File: src/rtl/ps2_cmd_ctrl_if.sv
// Bundle of the command, PS/2 line and receiver-handshake signals around ps2_cmd_ctrl.
// The master side is the system/device environment; the slave side is the controller.
interface ps2_cmd_ctrl_if;
    logic       cmd_valid;
    logic [7:0] cmd_byte;
    logic       cmd_ready;
    logic       ps2clk;
    logic       ps2data;
    logic       ps2clk_oe;
    logic       ps2data_oe;
    logic       rx_en;
    logic       rx_valid;
    logic [7:0] rx_byte;
    logic       busy;
    logic       done;
    logic       err;
    logic [1:0] err_code;

    modport master (
        output cmd_valid, cmd_byte, ps2clk, ps2data, rx_valid, rx_byte,
        input  cmd_ready, ps2clk_oe, ps2data_oe, rx_en, busy, done, err, err_code
    );

    modport slave (
        input  cmd_valid, cmd_byte, ps2clk, ps2data, rx_valid, rx_byte,
        output cmd_ready, ps2clk_oe, ps2data_oe, rx_en, busy, done, err, err_code
    );
endinterface

File: src/rtl/ps2_cmd_ctrl.sv
// Host-to-device PS/2 command sequencer: inhibits the bus, clocks out one command frame,
// then waits for the device response with resend retries and a per-attempt timeout.
module ps2_cmd_ctrl #(
    parameter int unsigned INHIBIT_CYCLES = 5000,
    parameter int unsigned TIMEOUT_CYCLES = 1000000,
    parameter int unsigned MAX_RETRY      = 2
) (
    input  logic          i_clk,
    input  logic          i_rst,
    ps2_cmd_ctrl_if.slave bus
);
    localparam int unsigned INH_W = $clog2(INHIBIT_CYCLES + 1);
    localparam int unsigned TMO_W = $clog2(TIMEOUT_CYCLES + 1) + 1;
    localparam int unsigned RTY_W = $clog2(MAX_RETRY + 1) + 1;

    typedef enum logic [2:0] {
        StIdle, StInhibit, StReq, StSend, StWaitResp, StDone, StFail
    } state_e;

    state_e           r_state;
    logic [1:0]       r_clk_sync;
    logic [1:0]       r_dat_sync;
    logic             r_clk_prev;
    logic [7:0]       r_byte;
    logic [INH_W-1:0] r_inh;
    logic [TMO_W-1:0] r_tmo;
    logic [RTY_W-1:0] r_retry;
    logic [3:0]       r_n;
    logic             r_cmd_ready;
    logic             r_clk_oe;
    logic             r_dat_oe;
    logic             r_rx_en;
    logic             r_busy;
    logic             r_done;
    logic             r_err;
    logic [1:0]       r_err_code;

    logic w_fall;
    logic w_tmo_hit;
    logic w_parity;

    assign w_fall    = r_clk_prev & ~r_clk_sync[1];
    assign w_tmo_hit = (r_tmo >= TMO_W'(TIMEOUT_CYCLES - 1));
    assign w_parity  = ~^r_byte;

    always_ff @(posedge i_clk) begin
        if (i_rst) begin
            r_state     <= StIdle;
            r_clk_sync  <= 2'b11;
            r_dat_sync  <= 2'b11;
            r_clk_prev  <= 1'b1;
            r_byte      <= '0;
            r_inh       <= '0;
            r_tmo       <= '0;
            r_retry     <= '0;
            r_n         <= '0;
            r_cmd_ready <= 1'b1;
            r_clk_oe    <= 1'b0;
            r_dat_oe    <= 1'b0;
            r_rx_en     <= 1'b1;
            r_busy      <= 1'b0;
            r_done      <= 1'b0;
            r_err       <= 1'b0;
            r_err_code  <= 2'b00;
        end else begin
            r_clk_sync <= {r_clk_sync[0], bus.ps2clk};
            r_dat_sync <= {r_dat_sync[0], bus.ps2data};
            r_clk_prev <= r_clk_sync[1];
            r_done     <= 1'b0;
            r_err      <= 1'b0;
            case (r_state)
                StIdle: begin
                    if (bus.cmd_valid) begin
                        r_byte      <= bus.cmd_byte;
                        r_retry     <= '0;
                        r_inh       <= '0;
                        r_clk_oe    <= 1'b1;
                        r_dat_oe    <= 1'b0;
                        r_rx_en     <= 1'b0;
                        r_busy      <= 1'b1;
                        r_cmd_ready <= 1'b0;
                        r_state     <= StInhibit;
                    end
                end
                StInhibit: begin
                    if (r_inh == INH_W'(INHIBIT_CYCLES - 1)) begin
                        r_dat_oe <= 1'b1;
                        r_state  <= StReq;
                    end else begin
                        r_inh <= r_inh + 1'b1;
                    end
                end
                StReq: begin
                    r_clk_oe <= 1'b0;
                    r_n      <= '0;
                    r_tmo    <= '0;
                    r_state  <= StSend;
                end
                StSend: begin
                    // A device clock edge takes priority over an expiring timeout.
                    if (w_fall) begin
                        r_n   <= r_n + 1'b1;
                        r_tmo <= r_tmo + 1'b1;
                        if (r_n < 4'd8) begin
                            r_dat_oe <= ~r_byte[r_n[2:0]];
                        end else if (r_n == 4'd8) begin
                            r_dat_oe <= ~w_parity;
                        end else if (r_n == 4'd9) begin
                            r_dat_oe <= 1'b0;
                        end else begin
                            r_dat_oe <= 1'b0;
                            r_rx_en  <= 1'b1;
                            if (!r_dat_sync[1]) begin
                                r_state <= StWaitResp;
                            end else begin
                                r_err      <= 1'b1;
                                r_err_code <= 2'b10;
                                r_state    <= StFail;
                            end
                        end
                    end else if (w_tmo_hit) begin
                        r_dat_oe   <= 1'b0;
                        r_rx_en    <= 1'b1;
                        r_err      <= 1'b1;
                        r_err_code <= 2'b01;
                        r_state    <= StFail;
                    end else begin
                        r_tmo <= r_tmo + 1'b1;
                    end
                end
                StWaitResp: begin
                    if (bus.rx_valid) begin
                        r_tmo <= r_tmo + 1'b1;
                        if (bus.rx_byte == 8'hFA) begin
                            r_done  <= 1'b1;
                            r_state <= StDone;
                        end else if (bus.rx_byte == 8'hFE) begin
                            if (r_retry < RTY_W'(MAX_RETRY)) begin
                                r_retry  <= r_retry + 1'b1;
                                r_inh    <= '0;
                                r_clk_oe <= 1'b1;
                                r_rx_en  <= 1'b0;
                                r_state  <= StInhibit;
                            end else begin
                                r_err      <= 1'b1;
                                r_err_code <= 2'b11;
                                r_state    <= StFail;
                            end
                        end
                    end else if (w_tmo_hit) begin
                        r_err      <= 1'b1;
                        r_err_code <= 2'b01;
                        r_state    <= StFail;
                    end else begin
                        r_tmo <= r_tmo + 1'b1;
                    end
                end
                StDone, StFail: begin
                    r_busy      <= 1'b0;
                    r_cmd_ready <= 1'b1;
                    r_state     <= StIdle;
                end
                default: begin
                    r_clk_oe    <= 1'b0;
                    r_dat_oe    <= 1'b0;
                    r_rx_en     <= 1'b1;
                    r_busy      <= 1'b0;
                    r_cmd_ready <= 1'b1;
                    r_state     <= StIdle;
                end
            endcase
        end
    end

    assign bus.cmd_ready  = r_cmd_ready;
    assign bus.ps2clk_oe  = r_clk_oe;
    assign bus.ps2data_oe = r_dat_oe;
    assign bus.rx_en      = r_rx_en;
    assign bus.busy       = r_busy;
    assign bus.done       = r_done;
    assign bus.err        = r_err;
    assign bus.err_code   = r_err_code;
endmodule

File: src/flat_wrapper.sv
// flat-port wrapper written by rule: the top's interface ports become plain ports
module ps2_cmd_ctrl_flat 
#(
    parameter int unsigned INHIBIT_CYCLES = 5000,
    parameter int unsigned TIMEOUT_CYCLES = 1000000,
    parameter int unsigned MAX_RETRY      = 2
)
  (i_clk, i_rst, bus_cmd_valid, bus_cmd_byte, bus_ps2clk, bus_ps2data, bus_rx_valid, bus_rx_byte, bus_cmd_ready, bus_ps2clk_oe, bus_ps2data_oe, bus_rx_en, bus_busy, bus_done, bus_err, bus_err_code);
  ps2_cmd_ctrl_if bus_i ();
  input  logic i_clk;
  input  logic i_rst;
  input wire logic [$bits(bus_i.cmd_valid)-1:0] bus_cmd_valid;
  input wire logic [$bits(bus_i.cmd_byte)-1:0] bus_cmd_byte;
  input wire logic [$bits(bus_i.ps2clk)-1:0] bus_ps2clk;
  input wire logic [$bits(bus_i.ps2data)-1:0] bus_ps2data;
  input wire logic [$bits(bus_i.rx_valid)-1:0] bus_rx_valid;
  input wire logic [$bits(bus_i.rx_byte)-1:0] bus_rx_byte;
  output wire logic [$bits(bus_i.cmd_ready)-1:0] bus_cmd_ready;
  output wire logic [$bits(bus_i.ps2clk_oe)-1:0] bus_ps2clk_oe;
  output wire logic [$bits(bus_i.ps2data_oe)-1:0] bus_ps2data_oe;
  output wire logic [$bits(bus_i.rx_en)-1:0] bus_rx_en;
  output wire logic [$bits(bus_i.busy)-1:0] bus_busy;
  output wire logic [$bits(bus_i.done)-1:0] bus_done;
  output wire logic [$bits(bus_i.err)-1:0] bus_err;
  output wire logic [$bits(bus_i.err_code)-1:0] bus_err_code;
  assign bus_i.cmd_valid = bus_cmd_valid;
  assign bus_i.cmd_byte = bus_cmd_byte;
  assign bus_i.ps2clk = bus_ps2clk;
  assign bus_i.ps2data = bus_ps2data;
  assign bus_i.rx_valid = bus_rx_valid;
  assign bus_i.rx_byte = bus_rx_byte;
  assign bus_cmd_ready = bus_i.cmd_ready;
  assign bus_ps2clk_oe = bus_i.ps2clk_oe;
  assign bus_ps2data_oe = bus_i.ps2data_oe;
  assign bus_rx_en = bus_i.rx_en;
  assign bus_busy = bus_i.busy;
  assign bus_done = bus_i.done;
  assign bus_err = bus_i.err;
  assign bus_err_code = bus_i.err_code;
  ps2_cmd_ctrl #(.INHIBIT_CYCLES(INHIBIT_CYCLES), .TIMEOUT_CYCLES(TIMEOUT_CYCLES), .MAX_RETRY(MAX_RETRY)) u_core (.i_clk(i_clk), .i_rst(i_rst), .bus(bus_i));
endmodule
File: config.mk
export PLATFORM = sky130hd
export DESIGN_NAME = ps2_cmd_ctrl_flat
export DESIGN_NICKNAME = d
export VERILOG_FILES = /design/src/rtl/ps2_cmd_ctrl_if.sv /design/src/rtl/ps2_cmd_ctrl.sv /design/src/flat_wrapper.sv
export SDC_FILE = /design/constraint.sdc
export NUM_CORES = 1
export LEC_CHECK = 0
export CORE_MARGIN = 3
export CORE_UTILIZATION = 58
export DETAILED_ROUTE_END_ITERATION = 8
export GPL_ROUTABILITY_DRIVEN = 0
export GPL_TIMING_DRIVEN = 1
export PLACE_DENSITY = 0.92
export SYNTH_ARGS = -nofsm -noshare
export SYNTH_HDL_FRONTEND = slang
export SYNTH_SLANG_ARGS = --single-unit
File: constraint.sdc
create_clock -name i_clk -period 2.37 [get_ports i_clk]
set_clock_uncertainty 0.05 [all_clocks]
set_input_delay 0.474 -clock i_clk [delete_from_list [all_inputs] [get_ports i_clk]]
set_output_delay 0.474 -clock i_clk [all_outputs]
set_load 0.03 [all_outputs]
==> results of run 1 <==
## cell usage in the layout (no fill, tap or decap), types with 5 or more instances in the layout
master / synthesis / final
xor2_1: 10 / 10
o22ai_1: 6 / 6
o21ai_1: 6 / 6
mux2i_1: 5 / 5
o21ai_0: 17 / 17
nand3_1: 15 / 15
clkdlybuf4s50_1: 0 / 30
and3_1: 5 / 5
or2_2: 9 / 9
inv_1: 13 / 13
and4_1: 5 / 5
nor3_1: 11 / 11
nand2_1: 44 / 44
buf_4: 2 / 17
nor2_1: 48 / 48
and2_1: 5 / 5
nand4_1: 14 / 14
xnor2_1: 12 / 12
a21oi_1: 25 / 25
dfxtp_1: 66 / 66
ha_1: 5 / 5
clkbuf_8: 0 / 9
a31oi_1: 5 / 5
## logic make-up after synthesis
family / after synthesis
and+or+nand+nor: 193
muxes: 8
DFF: 66
xor gates and xnor gates: 22
adders and majority gates: 5
buffers and inverters: 30
AOI/OAI and AO/OA: 106
## where the power goes
group / switching [uW] / leakage (uW) / internal [uW]
Combinational: 357 / 0.000877 / 303
Clock: 449 / 0.0000925 / 487
Sequential: 77.0 / 0.000536 / 1170
## cell type report
| type | instances | area (um^2) | area share |
|---|---|---|---|
| Inverter | 13 | 48.8 | 0.0114 |
| Multi-Input combinational cell | 334 | 2140 | 0.502 |
| Clock inverter | 6 | 67.6 | 0.0158 |
| Sequential cell | 66 | 1320 | 0.309 |
| Clock buffer | 10 | 128 | 0.0299 |
| Timing Repair Buffer | 49 | 468 | 0.110 |
| Tap cell | 75 | 93.8 | 0.0220 |
## sequential cells by signal (all words and copies together), names as in the netlist, 2 cells and up
signal	flops
u_core.r_state	3
u_core.r_inh	13
u_core.r_byte	8
u_core.r_retry	3
u_core.bus.err_code	2
u_core.r_clk_sync	2
u_core.r_dat_sync	2
u_core.r_n	4
u_core.r_tmo	21
## worst max-delay path: cells and delay by family, from the launching register on
kind / cells / cell delay [ns]
AOI/OAI and AO/OA: 3 / 0.78
and+or+nand+nor: 2 / 0.70
DFF: 1 / 0.53
## routing by layer
layer	GRT usage	part of all wire	vias to the layer above	wire length [um]
met1	0.324	0.43	1603	3800
met4	0.0978	0.027	0	239
met5	0	0	-	0
li1	-	-	1665	-
met2	0.413	0.47	147	4180
met3	0.0680	0.069	28	607
## per-stage QoR
step	setup slack [ns]	power [uW]	utilization	instances	hold WS (ns)
2_1_floorplan	0.450	1720	-	430	0.339
3_3_place_gp	-0.0322	1910	0.680	537	0.342
3_5_place_dp	-0.0554	1920	0.680	537	0.346
4_1_cts	0.246	2860	0.713	553	0.364
5_1_grt	0.0954	2980	0.713	553	0.374
6_report	0.216	2840	0.713	553	0.362
## worst max-delay path by stage
| stage | to | from |
|---|---|---|
| floorplan | u_core.r_tmo[8] | u_core.r_tmo[0] |
| global placement | u_core.r_inh[12] | bus_rx_valid |
| detailed placement | u_core.r_inh[7] | bus_rx_valid |
| CTS | u_core.r_tmo[8] | u_core.r_tmo[0] |
| global route | u_core.r_tmo[8] | u_core.r_tmo[10] |
| finish | u_core.r_tmo[8] | u_core.r_state[2] |
==> impl_results.md, run 1 <==
- Outcome: finished, final reports clean
- Top FF cell, synth: dfxtp_1
- Diode count: 0
- DP Area: approximately 4100 um^2
- TritonCTS buffer count: 9
- Setup bufs post-CTS: 0
- Share of cells above drive strength 1: 0.138
- Post-layout min period: roughly 2.2 ns
- Slew Viols, Final: 0
- Worst skew pair latency: around 0.35 ns
- Mux cell area share after synthesis: 0.0294
- Tightest Pin Transition: 0.589 ns
- Num Clock Sinks: between 60 and 70
- Hold crit path type: reg -> reg
- Reg2reg end: u_core.r_tmo[8]
- GRT Resource Usage Total: 0.255
- Area share of and/or/nand/nor cells after synthesis: 0.287
- RSZ-0062 raised after global routing: no
- Largest family of logic cells by synthesized area: simple AND/OR/NAND/NOR gates
- Rows: 28
- Initial cell density of the core: 0.604
- Final Hold Violating Endpoints: 0
- WL final: roughly 8.8 mm
- Top-area cell type share of the netlist area: 0.365
- R2R depth: 5
- Max Cap Violations: 0
- First-pass GRT wire length: 15.1 mm
- Die area: just over 7000 um^2
- Classification of the worst setup path: reg -> reg
- Worst-path clk slew: roughly 0.070 ns
- Worst relative slew slack: 0.606
- Routed WL per cell: between 15 and 20 um
- Remaining antenna violation count after routing: 0
- Yosys top cell by area: dfxtp_1
- Most common cell in the netlist: dfxtp_1
- Post-CTS Hold Fix Bufs: 0
- Vias in the first global route: approximately 3.4k
- Worst Path Required: around 2.6 ns
- Synth unique cells: 74
- Type of destination of the critical path: flip-flop
- Die Width: 85.0 um
- Post-Route Setup TNS: 0 ns
- Synthesized-area fraction occupied by adder cells: 0.0173
- Avg Inst Size Synth: 8.42 um^2
- Core box area: 5990 um^2
- R2r setup slk: between 0.2 and 0.25 ns
- P&R area growth vs syn: 18.0%
- Hold EP: u_core.r_dat_sync[1]
- Final setup fails: 0
- Worst Setup Start Kind: flip-flop
- Biggest cell delay along the critical path: 0.53 ns
- Ys Warns: 0
- PwrDens: 665 nW/um^2
- R2r startpoint: u_core.r_state[2]
- # fillers: 430
- Post-synthesis cell area: 3620 um^2
- Hold_sp: u_core.r_dat_sync[0]
- Vias: about 3.4k
- Initial antenna violation count: 0
- TritonCTS clock tree: done
- Synth Area in Compound Gates: 0.206
- GRT overflow: 0
- H-tree depth: 3
- CTS root buf: clkbuf_8
- Arr. time, crit path: ~2.4 ns
- DRC viols: 0
- Post-cts resize count: 0
- IO buf count: 30
- Fin crit share: 0.909
- Pin count of the biggest net entering global routing: 34
- # nets final: 500
- Xor/xnor cell area share of the yosys netlist: 0.0533
- Detailed placer's ending HPWL: between 6 and 7 mm
- Violation count after the first detailed-route iteration: 239
- Static Leak: 0.00151 uW
- Maximum VDD drop: approximately 640 uV
- Hold Path Depth: 1
- CTS max path bufs: 2
- Asr flop ratio synth: 0
- Design area: between 4000 and 5000 um^2
- Post-Syn Nets: ~460
- Synth area leaders: dfxtp_1 37%, nor2_1 5.0%, nand2_1 4.6%
- Vias/cell: around 6.2
- Post-synth top cells: 66 x dfxtp_1, 48 x nor2_1, 44 x nand2_1, 25 x a21oi_1, 17 x o21ai_0
- # IOs: 31
- F_max: about 0.46 GHz
- Initial DRT Pass Iterations: 5
- Critical-path top delay cell: dfxtp_1
- Die height: between 80 and 90 um
- Post-synthesis sequential area ratio: 0.365
- Flop and latch count out of synthesis: between 60 and 70
- Cell Chain, Critical Path: or3b_4, nand2_1, o21a_1, a32oi_1, a311oi_1
- Crit-path max FO: 11
- Post-synth EDFFs: 0
- Mapped Cells: 430
(Power assumes the default switching activity.)
==> run 2: changes to the inputs <==
Settings changed: CORE_UTILIZATION 58 to 35, PLACE_DENSITY 0.92 to 0.65.
==> impl_results.md, run 2 (synthesis results as in run 1) <==
- Post-cts resize count: 0
- Routed WL per cell: about 15 um
- TritonCTS clock tree: done
- CTS max path bufs: 2
- Most used cells in the layout excluding fill and tap cells: 66 x dfxtp_1, 48 x nor2_1, 44 x nand2_1
- DRC viols: 0
- Initial DRT Pass Iterations: 5
- Core box area: 9910 um^2
- Worst relative slew slack: 0.524
- Maximum VDD drop: 487 uV
- Initial antenna violation count: 0
- Remaining antenna violation count after routing: 0
- IO buf count: 30
- Rows: 36
- # IOs: 31
- Post-CTS Hold Fix Bufs: 0
- RSZ-0062 raised after global routing: no
- Tightest Pin Transition: 0.707 ns
- GRT overflow: 0
- GRT Resource Usage Total: 0.167
- Pin count of the biggest net entering global routing: 29
- Final setup fails: 0
- Max reg flops: 21
- Vias: between 3k and 4k
- H-tree depth: 3
- Worst Setup Start Kind: flip-flop
- # nets final: 503
- Share of cells above drive strength 1: 0.148
- Commonest non-fill, non-tap cell in the layout: dfxtp_1
- TritonCTS buffer count: 9
- Detailed placer's ending HPWL: around 6.9 mm
- Vias in the first global route: between 3k and 4k
- Vias/cell: about 5.5
- Crit-path max FO: 6
- CTS root buf: clkbuf_8
- Die Width: around 110 um
- Final Hold Violating Endpoints: 0
- Reg with most FFs: u_core.r_tmo
- Worst skew pair latency: around 0.36 ns
- Total power: roughly 2900 uW
- Arr. time, crit path: between 2 and 2.5 ns
- Type of destination of the critical path: flip-flop
- Final hold slack: ~0.37 ns
- Classification of the worst setup path: reg -> reg
- Outcome: finished, final reports clean
- Worst Path Required: 2.57 ns
- Diode count: 0
- P&R area growth vs syn: 20.4%
- Max Cap Violations: 0
- WL final: between 9 and 10 mm
- PwrDens: 673 nW/um^2
- Initial cell density of the core: 0.365
- Dpl ws: -0.0271 ns
- Die area: between 10,000 and 15,000 um^2
- Slew Viols, Final: 0
- Fin crit share: 0.912
- Setup bufs post-CTS: 0
- Hold crit path type: reg -> reg
- Post-layout min period: 2.16 ns
- F_max: 0.463 GHz
- Die height: between 100 and 150 um
- Largest regs: u_core.r_tmo (21), u_core.r_inh (13), u_core.r_byte (8)
- Violation count after the first detailed-route iteration: about 210
- Worst-path clk slew: 0.07 ns
- Static Leak: 0.00152 uW
- Worst setup margin: between 0.2 and 0.25 ns
- Num Clock Sinks: 66
- First-pass GRT wire length: around 16 mm
[run 2: changes by cell type in the layout (fill, tap and decap cells not counted)]
cell / previous run / this run
buf_4: 17 / 22
clkbuf_1: 1 / 0
clkbuf_8: 9 / 11
clkinv_2: 1 / 0
clkdlybuf4s50_1: 30 / 29
buf_12: 2 / 0
buf_2: 0 / 1
[run 2: per-stage QoR]
| step | util | cell area [um^2] | TNS, ns | std cells |
|---|---|---|---|---|
| after global placement | 0.418 | 4140 | 0 | 598 |
| after floorplan | - | 3620 | 0 | 430 |
| after detailed placement | 0.418 | 4140 | -0.0602 | 598 |
| final | 0.440 | 4360 | 0 | 614 |
| after global routing | 0.440 | 4360 | 0 | 614 |
| after CTS | 0.440 | 4360 | 0 | 614 |
[run 2: where the power goes]
group          internal (uW)  switching [uW]
sequential              1170            84.1
clock                    546             467
combinational            296             370
[run 2: path summary, 6_finish.rpt]
path | start | to | slack (ns) | cells after the start
hold reg to reg | u_core.r_dat_sync[0] | u_core.r_dat_sync[1] | 0.37 | 1
setup reg to reg | u_core.r_tmo[0] | u_core.r_tmo[14] | 0.21 | 7
setup / recovery | u_core.r_tmo[0] | u_core.r_tmo[14] | 0.21 | 7
hold / removal | u_core.r_dat_sync[0] | u_core.r_dat_sync[1] | 0.37 | 1
[run 2: layout make-up]
class / count / area, um^2
inverter: 13 / 48.8
timing repair buffer: 52 / 460
multi-input combinational: 334 / 2140
clock inverter: 5 / 62.6
fill: 1003 / 5550
tap: 133 / 166
sequential: 66 / 1320
clock buffer: 11 / 151
[run 2: worst max-delay path, cell delays in order, from the launching register on]
cell and delay [ns]:
dfxtp_1 0.40, ha_1 0.22, nand3_1 0.11, buf_4 0.17, or3_1 0.41, a31oi_1 0.23
a41oi_1 0.16, a311oi_1 0.30
[run 2: metal layers]
layer / up-vias / share of wire / wire length (um) / track usage
li1: 1671 / - / - / -
met5: - / 0 / 0 / 0
met1: 1616 / 0.46 / 4210 / 0.213
met4: 0 / 0.016 / 148 / 0.0487
met3: 18 / 0.050 / 458 / 0.0480
met2: 94 / 0.48 / 4410 / 0.274
==> run 3: changes to the inputs <==
Settings changed: CORE_UTILIZATION 35 to 55, HOLD_SLACK_MARGIN from default to 0.15, PLACE_DENSITY 0.65 to 0.88.
==> impl_results.md, run 3 (synthesis results as in run 1) <==
- Finished Core Util: 0.703
- Arr. time, crit path: between 2 and 2.5 ns
- Share of cells above drive strength 1: 0.144
- WL final: approximately 9.5 mm
- Post-layout min period: 2.19 ns
- Hold Path Depth: 1
- Slew Viols, Final: 0
- CTS root buf: clkbuf_8
- Final setup fails: 0
- R2r startpoint: u_core.r_tmo[0]
- Classification of the worst setup path: reg -> reg
- Worst Path Required: between 2 and 3 ns
- R2r setup slk: between 0.15 and 0.2 ns
- Fin crit share: 0.924
- Num Clock Sinks: between 60 and 70
- Tightest Pin Transition: between 0.5 and 0.6 ns
- Dpl ws: -0.0158 ns
- Die area: 7590 um^2
- Reg2reg end: u_core.r_tmo[14]
- Final hold slack: 0.377 ns
- Post-cts resize count: 0
- Crit-path max FO: 6
- Remaining antenna violation count after routing: 0
- F_max: roughly 0.46 GHz
- Post-CTS Hold Fix Bufs: 0
- IO buf count: 30
- Hold_sp: u_core.r_clk_sync[0]
- Commonest non-fill, non-tap cell in the layout: dfxtp_1
- TritonCTS buffer count: 9
- Reg with most FFs: u_core.r_tmo
- Maximum VDD drop: ~590 uV
- DRC viols: 0
- RSZ-0062 raised after global routing: no
- Largest regs: u_core.r_tmo (21), u_core.r_inh (13), u_core.r_byte (8)
- # fillers: roughly 460
- Final Hold Violating Endpoints: 0
- Core box area: between 6000 and 7000 um^2
- Worst setup margin: about 0.18 ns
- First-pass GRT wire length: 16.0 mm
- GRT Resource Usage Total: 0.261
- PwrDens: 696 nW/um^2
- H-tree depth: 3
- Initial DRT Pass Iterations: 5
- Worst Setup Start Kind: flip-flop
- Vias: 3,557
- Pin count of the biggest net entering global routing: 34
- Die Width: 87.1 um
- Vias/cell: about 6.4
- Max reg flops: 21
- Routed WL per cell: 17.1 um
- Post-Route Setup TNS: 0 ns
- Most used cells in the layout excluding fill and tap cells: 66 x dfxtp_1, 48 x nor2_1, 44 x nand2_1
- GRT overflow: 0
- DP Area: 4080 um^2
- Violation count after the first detailed-route iteration: about 220
- Max Cap Violations: 0
- Initial antenna violation count: 0
- R2R depth: 7
- Vias in the first global route: ~3.4k
- Hold EP: u_core.r_clk_sync[1]
- Setup crit start: u_core.r_tmo[0]
- P&R area growth vs syn: 19.2%
- Type of destination of the critical path: flip-flop
- Rows: 28
- Initial cell density of the core: 0.590
- Hold crit path type: reg -> reg
- Outcome: finished, final reports clean
- Worst skew pair latency: between 0.3 and 0.4 ns
- Setup bufs post-CTS: 0
- Worst relative slew slack: 0.624
- CTS max path bufs: 2
- Design area: 4310 um^2
- Worst-path clk slew: 0.08 ns
- # IOs: 31
- Diode count: 0
- Die height: 87.1 um
- # nets final: 501
- Static Leak: about 0.0015 uW
- TritonCTS clock tree: done
- Detailed placer's ending HPWL: 6.79 mm
-- run 3: cell types whose count changed in the layout (fill, tap and decap cells not counted), sizes merged --
cell,previous run,this run
inv,13,14
clkbuf,11,9
bufinv,1,2
clkdlybuf4s50,29,30
buf,23,20
-- run 3: worst max-delay path, cell delays in order, from the launching register on --
cell,delay [ns]
dfxtp_1,0.41
ha_1,0.23
nand3_1,0.11
buf_4,0.18
or3_1,0.38
a31oi_1,0.25
a41oi_1,0.15
a311oi_1,0.32
-- run 3: worst max path at each step --
stage / end / slack, ns / cells after the start
floorplan: u_core.r_tmo[8] / 0.45 / 9
global placement: u_core.r_inh[7] / 0.04 / 8
detailed placement: u_core.r_inh[9] / -0.02 / 8
CTS: u_core.bus.ps2data_oe / 0.14 / 5
global route: u_core.r_tmo[7] / 0.04 / 7
finish: u_core.r_tmo[14] / 0.18 / 7
-- run 3: through the flow --
stage,std cells,total power [uW]
finish,554,3000
global route,554,3140
floorplan,430,1720
CTS,554,3000
global placement,538,1900
detailed placement,538,1930
-- run 3: per-layer routing --
metal / share of wire / track usage / vias up
met5: 0 / 0 / -
met4: 0.022 / 0.100 / 0
met3: 0.068 / 0.0530 / 22
met2: 0.50 / 0.431 / 185
met1: 0.41 / 0.334 / 1682
li1: - / - / 1668
-- run 3: power by group --
part | switching [uW] | internal, uW | total, uW
registers | 83.1 | 1170 | 1250
logic | 379 | 298 | 677
clock network | 476 | 599 | 1070
-- run 3: final cells by class --
class	instances	area (um^2)	area share
multi-input combinational	334	2150	0.498
clock inverter	7	101	0.0235
timing repair buffer	50	475	0.110
sequential	66	1320	0.306
clock buffer	9	124	0.0287
tap	75	93.8	0.0218
inverter	13	48.8	0.0113
